$ cat src/rtl/seq_binary_to_bcd.sv
// rtl/seq_binary_to_bcd.sv - iterative shift-and-add-3 binary to BCD converter, one bit per clock
// Optional macro BCD_SATURATE_EN: load all-nines into the BCD result on overflow.
module seq_binary_to_bcd #(
   parameter int BIN_WIDTH = 8,
   parameter int DIGITS    = 3
) (
   input  logic                    i_clk,
   input  logic                    i_rst_n,
   input  logic                    i_start,
   input  logic [BIN_WIDTH-1:0]    i_binary,
   output logic                    o_busy,
   output logic                    o_done,
   output logic [4*DIGITS-1:0]     o_bcd,
   output logic                    o_overflow
);

   localparam int BCD_W = 4 * DIGITS;
   localparam int CNT_W = $clog2(BIN_WIDTH + 1);

   typedef enum logic {IDLE, SHIFT} state_t;

   state_t               r_state,    w_state_nxt;
   logic [BIN_WIDTH-1:0] r_operand,  w_operand_nxt;
   logic [BCD_W-1:0]     r_scratch,  w_scratch_nxt;
   logic [CNT_W-1:0]     r_cnt,      w_cnt_nxt;
   logic                 r_sticky,   w_sticky_nxt;
   logic                 r_done,     w_done_nxt;
   logic [BCD_W-1:0]     r_bcd,      w_bcd_nxt;
   logic                 r_overflow, w_overflow_nxt;

   logic [BCD_W-1:0]     w_adj;
   logic [BCD_W-1:0]     w_shift_scratch;
   logic                 w_carry;
   logic                 w_last;
   logic                 w_ovf_final;
   logic [BCD_W-1:0]     w_result;

   always_comb begin
      w_adj = r_scratch;
      for (int d = 0; d < DIGITS; d++) begin
         if (r_scratch[4*d +: 4] >= 4'd5)
            w_adj[4*d +: 4] = r_scratch[4*d +: 4] + 4'd3;
      end
   end

   assign w_carry         = w_adj[BCD_W-1];
   assign w_shift_scratch = {w_adj[BCD_W-2:0], r_operand[BIN_WIDTH-1]};
   assign w_last          = (r_cnt == CNT_W'(BIN_WIDTH - 1));
   assign w_ovf_final     = r_sticky | w_carry;

`ifdef BCD_SATURATE_EN
   assign w_result = w_ovf_final ? {DIGITS{4'h9}} : w_shift_scratch;
`else
   assign w_result = w_shift_scratch;
`endif

   always_ff @(posedge i_clk or negedge i_rst_n) begin
      if (!i_rst_n) begin
         r_state    <= IDLE;
         r_operand  <= '0;
         r_scratch  <= '0;
         r_cnt      <= '0;
         r_sticky   <= 1'b0;
         r_done     <= 1'b0;
         r_bcd      <= '0;
         r_overflow <= 1'b0;
      end else begin
         r_state    <= w_state_nxt;
         r_operand  <= w_operand_nxt;
         r_scratch  <= w_scratch_nxt;
         r_cnt      <= w_cnt_nxt;
         r_sticky   <= w_sticky_nxt;
         r_done     <= w_done_nxt;
         r_bcd      <= w_bcd_nxt;
         r_overflow <= w_overflow_nxt;
      end
   end

   always_comb begin
      w_state_nxt    = r_state;
      w_operand_nxt  = r_operand;
      w_scratch_nxt  = r_scratch;
      w_cnt_nxt      = r_cnt;
      w_sticky_nxt   = r_sticky;
      w_done_nxt     = 1'b0;
      w_bcd_nxt      = r_bcd;
      w_overflow_nxt = r_overflow;
      unique case (r_state)
         IDLE: begin
            // The Done cycle is spent in IDLE, so a Start there is accepted back-to-back.
            if (i_start) begin
               w_operand_nxt = i_binary;
               w_scratch_nxt = '0;
               w_sticky_nxt  = 1'b0;
               w_cnt_nxt     = '0;
               w_state_nxt   = SHIFT;
            end
         end
         SHIFT: begin
            w_operand_nxt = {r_operand[BIN_WIDTH-2:0], 1'b0};
            w_scratch_nxt = w_shift_scratch;
            w_sticky_nxt  = w_ovf_final;
            w_cnt_nxt     = r_cnt + CNT_W'(1);
            if (w_last) begin
               w_bcd_nxt      = w_result;
               w_overflow_nxt = w_ovf_final;
               w_done_nxt     = 1'b1;
               w_cnt_nxt      = '0;
               w_state_nxt    = IDLE;
            end
         end
         default: w_state_nxt = IDLE;
      endcase
   end

   assign o_busy     = (r_state == SHIFT);
   assign o_done     = r_done;
   assign o_bcd      = r_bcd;
   assign o_overflow = r_overflow;

endmodule

$ cat config.mk
export PLATFORM = sky130hd
export DESIGN_NAME = seq_binary_to_bcd
export DESIGN_NICKNAME = d
export VERILOG_FILES = /design/src/rtl/seq_binary_to_bcd.sv
export SDC_FILE = /design/constraint.sdc
export NUM_CORES = 1
export LEC_CHECK = 0
export CAP_MARGIN = 25
export CORE_UTILIZATION = 50
export CTS_CLUSTER_DIAMETER = 100
export DETAILED_ROUTE_END_ITERATION = 16
export PLACE_DENSITY = 0.7
export SKIP_CTS_REPAIR_TIMING = 1
export SLEW_MARGIN = 10
export SYNTH_ARGS = -nofsm -noshare
export SYNTH_HDL_FRONTEND = slang
export SYNTH_SLANG_ARGS = --single-unit
$ cat constraint.sdc
create_clock -name i_clk -period 4 [get_ports i_clk]
set_input_delay 0.8 -clock i_clk [delete_from_list [all_inputs] [get_ports i_clk]]
set_output_delay 0.8 -clock i_clk [all_outputs]
set_load 0.01 [all_outputs]
; ---- Yosys cells after proc, flatten, opt, wreduce, memory -nomap -nowiden
; Cells that the tools add are included.
[classes]
add_sub_neg = 4
n_lt_le_gt_ge = 3
n_eq_ne = 2
n_mux = 17
n_bitwise = 2
n_reduce_logical = 1
[ops]
columns = cell, count
row1 = $pmux 12 s2, 1
row2 = $mux 4, 5
row3 = $pmux 8 s2, 1
row4 = $add 4x2->4 const B, 3
row5 = $ge 4x3->1 const B, 3
row6 = $mux 12, 1
row7 = $mux 8, 1
row8 = $pmux 4 s2, 1
row9 = $mux 1, 5
row10 = $add 4x1->4 const B, 1
row11 = $eq 4x3->1 const B, 1
row12 = $pmux 1 s2, 2
row13 = $ne 2x2->1 const B, 1
row14 = $reduce_and 2->1, 1
row15 = $not 1->1, 1
row16 = $or 1x1->1, 1
[word_totals]
register_bits = 40
output_inout_bits = 15
word_cells = 37

; ---- Longest topological paths before layout
[logic_depth]
ltp_word = 4
depth_mapped = 6
ltp_nobuf = 6

; ---- Worst setup path after synthesis
; Ideal clock, no wire load.
[synth_path]
kind = register to register
start = register r_scratch[0]
end = register r_bcd[2] (netlist: o_bcd[2])
t_arrival_ns = 1.404
t_required_ns = 3.917
setup_slack_ns = 2.513
stages_incl_launch_ff = 7
n_path_buf = 0
period_less_slack_ns = 1.487
path_cell_list = dfrtp_1 inv_1 ha_1 nand2b_1 a21oi_1 mux2_2 o21ai_0
[synth_between]
elab_chain_len = 2
word_cells_on_any_way = 3
classes_between = add/sub (1) / order compare (1) / mux (1)
[synth_lines]
columns = item, line_no
row1 = from (decl), 24  ; logic [BCD_W-1:0] r_scratch, w_scratch_nxt;
row2 = from (signal assigned), 70  ; r_scratch <= w_scratch_nxt;
row3 = $add 4x2->4 / $ge 4x3->1 (equally long branches), "42, 41"
row4 = $mux 4 *, 41  ; if (r_scratch[4*d +: 4] >= 4'd5)
row5 = to (signal assigned), 74  ; r_bcd <= w_bcd_nxt;
row6 = to (decl), 28  ; logic [BCD_W-1:0] r_bcd, w_bcd_nxt;
; Mark *: on every way between the ends. The rest lies on a longest branch, timed or not.
; A chain may end at the register's enable or synchronous reset.

; ---- Worst setup path in the final report
[layout_path]
start = register r_state (netlist: o_busy)
end = output port o_busy
[layout_rtl]
columns = item, line_no
row1 = from (decl), 22  ; state_t r_state, w_state_nxt;
row2 = from (signal assigned), 68  ; r_state <= w_state_nxt;
row3 = to (decl), 11  ; output logic o_busy,
; No word-level cell between the ends.

==> flow_metrics.py <==
metrics = {
    "setup_path": {
        "timing.rr.start": "o_busy",
        "crit_family": "flip-flops",
        "critical_path_class": "reg -> out",
        "cp_slowest_cell": "dfrtp_1",
        "critPathMaxStageDelay_ps": 650,
        "path_max_fanout": 12,
        "crit_path_end_kind": "primary output",
        "cp_num_buf_inv": 1,
        "path_cells": "clkdlybuf4s50_1",
        "worst-r2r-cell-count": 3,
        "worstPathArrival_ps": 1590,
        "crit_required_ps": 3200,
        "reg2reg_slack_ps": 1780,
        "cp-start-kind": "flip-flop",
        "r2r-end": "o_bcd[10]",
    },
    "cts": {
        "path_clk_slew_ps": 80,
        "htree_num_levels": 2,
        "root_buffer": "clkbuf_8",
        "cts.sinks": 40,
        "clk_path_buf_depth": 2,
        "cts_tree": "built",
        "cts_buffers": 5,
        "clock_latency_ps": 290,
    },
    "timing": {
        "setup_tns_ps": 0,
        "min_period_over_period_pct": 59.8,
        "finalSetupViolCount": 0,
        "slew_viol_final": 0,
        "skew_ps": 9.12,
        "fmax_mhz": 418,
        "whs_ps": 482,
        "period_needed_ps": 2390,
        "relSlewSlack_pct": 41.8,
        "tightest_slew_ps": 873,
        "hold_viol": 0,
        "grt_setup_unrepaired": "false",
    },
    "min_path": {
        "min_path_cells": 2,
        "hold_end": "o_bcd[7]",
        "holdCritStartpoint": "o_bcd[7]",
        "hold_path.class": "reg -> reg",
    },
    "die": {
        "die-area_sq_um": 4040,
        "io_pins": 26,
        "num_rows": 22,
        "die_y_um": 63.6,
        "core_sq_um": 3660,
        "initial_core_util_pct": 51.8,
        "die_x_um": 63.6,
    },
    "pwr": {
        "p_per_area_nw_per_um2": 798,
        "leakagePower_uw": 0.00108,
        "p_seq_share_pct": 40.1,
        "p_clk_share_pct": 15.9,
        "total_power_uw": 1810,
        "power_frac_comb_pct": 44.0,
        "p_int_uw": 1140,
        "ir_worst_vdd_uv": 367,
        "p_switching_uw": 668,
        "sw_frac_of_total_pct": 37.0,
    },
    "synthesis": {
        "syn_area_per_cell_sq_um": 10.4,
        "yosys.cell_types.count": 25,
        "syn_area_sq_um": 1900,
        "ys_seq_area_share_pct": 52.8,
        "synth_area_leaders": "dfrtp_1, mux2i_1, nand2_1",
        "yosysMostFrequentCell": "dfrtp_1",
        "synth_edf_count": 0,
        "async_flop_share_pct": 100,
        "ys_ff_latch": 40,
        "yosys_warnings": 0,
        "syn_nets": 200,
        "post-synth-top-area-cell": "dfrtp_1",
        "synth_commonest_cells": "dfrtp_1, nand2_1, o21ai_0, mux2i_1, inv_1",
        "synthCells": 182,
        "synth_flop_cell": "dfrtp_1",
        "synth_top_area_share_pct": 52.8,
    },
    "placement": {
        "place_hpwl_mm": 2.38,
        "io_buffers": 25,
        "placedInstanceArea_sq_um": 2170,
        "gp_congestion": 0.727,
    },
    "global_route": {
        "grt-ovfl-total": 0,
        "grt_use_total_pct": 19.4,
        "grt_antenna_before_repair": 0,
        "grt_first_pass_wirelength_mm": 5.89,
        "grt_pass1_vias": 1302,
        "grt_max_degree": 41,
    },
    "final_layout": {
        "areaGrowthSynthToFinish_pct": 19.5,
        "drive_gt1_share_pct": 7.73,
        "final_area_sq_um": 2260,
        "final_util_pct": 61.9,
        "diodes": 0,
        "nets": 225,
    },
    "detailed_routing": {
        "wl_per_cell_um": 13.2,
        "remaining_drc_errors": 0,
        "num_vias": 1340,
        "routed_wl_mm": 3.37,
        "drt_first_pass_iters": 4,
        "ant_nets": 0,
        "drt-initial-drc-count": 37,
        "viasPerCell": 5.25,
    },
    "flow_run": {
        "cap_violations": 0,
    },
    "status": {
        "status": "finished, final reports clean",
    },
}
area by class of cell:
cell class	instances	area (sq um)
fillers	308	1400
flip-flops and latches	40	1000
multi-input cells	126	825
repair buffers	26	253
clock buffers	7	96.3
well taps	48	60.1
inverters	8	30.0
metrics by stage:
| step | setup WS, ps | std cells |
|---|---|---|
| finish | 1610 | 255 |
| detailed placement | 1600 | 248 |
| CTS | 1590 | 255 |
| global placement | 1670 | 248 |
| global route | 1530 | 255 |
| floorplan | 2510 | 182 |
power groups by stage:
stage / Sequential (uW) / Combinational, uW / Clock [uW]
finish: 725 / 795 / 287
global route: 753 / 890 / 315
CTS: 726 / 806 / 297
detailed placement: 732 / 803 / 0
global placement: 727 / 773 / 0
floorplan: 715 / 552 / 0
per-layer routing:
layer / share of wire, % / GRT usage, % / up-vias
met3: 4.9 / 6.34 / 7
met1: 45 / 23.9 / 633
met5: 0 / 0 / -
met2: 48 / 30.5 / 37
met4: 2.1 / 9.09 / 0
li1: - / - / 663
cells in the final DEF (no fill, tap or decap), drive strengths merged:
master / count
o31ai: 1
clkbuf: 7
mux2: 4
dfrtp: 40
a211oi: 1
clkdlybuf4s50: 24
a21oi: 9
nand3: 2
ha: 7
nor2: 5
nand2b: 5
nor3b: 7
a22o: 2
xor2: 1
o21ai: 24
mux2i: 19
nand2: 35
nand4b: 1
inv: 8
xnor2: 3
buf: 2
state kept, by name, indices dropped and copies added (netlist names):
register / flops
o_overflow: 1
o_done: 1
r_cnt: 4
r_sticky: 1
r_scratch: 12
o_bcd: 12
r_operand: 8
o_busy: 1
worst max path at each step:
stage / startpoint / to / slack [ps] / cells after the start
2_1_floorplan: r_scratch[0] / o_bcd[2] / 2510 / 6
3_3_place_gp: i_start / r_sticky / 1670 / 4
3_5_place_dp: i_start / r_sticky / 1600 / 4
4_1_cts: o_busy / o_busy / 1590 / 1
5_1_grt: o_busy / o_busy / 1530 / 1
6_report: o_busy / o_busy / 1610 / 1
kinds of logic after synthesis:
kind of cell / share of synthesized area [%]
compound gates: 10.9
xor+xnor: 1.85
fa+ha+maj: 4.62
buf+inv: 3.70
flops: 52.8
mux: 12.8
simple gates: 13.3
Note: power is estimated with default switching activity, not from simulation.
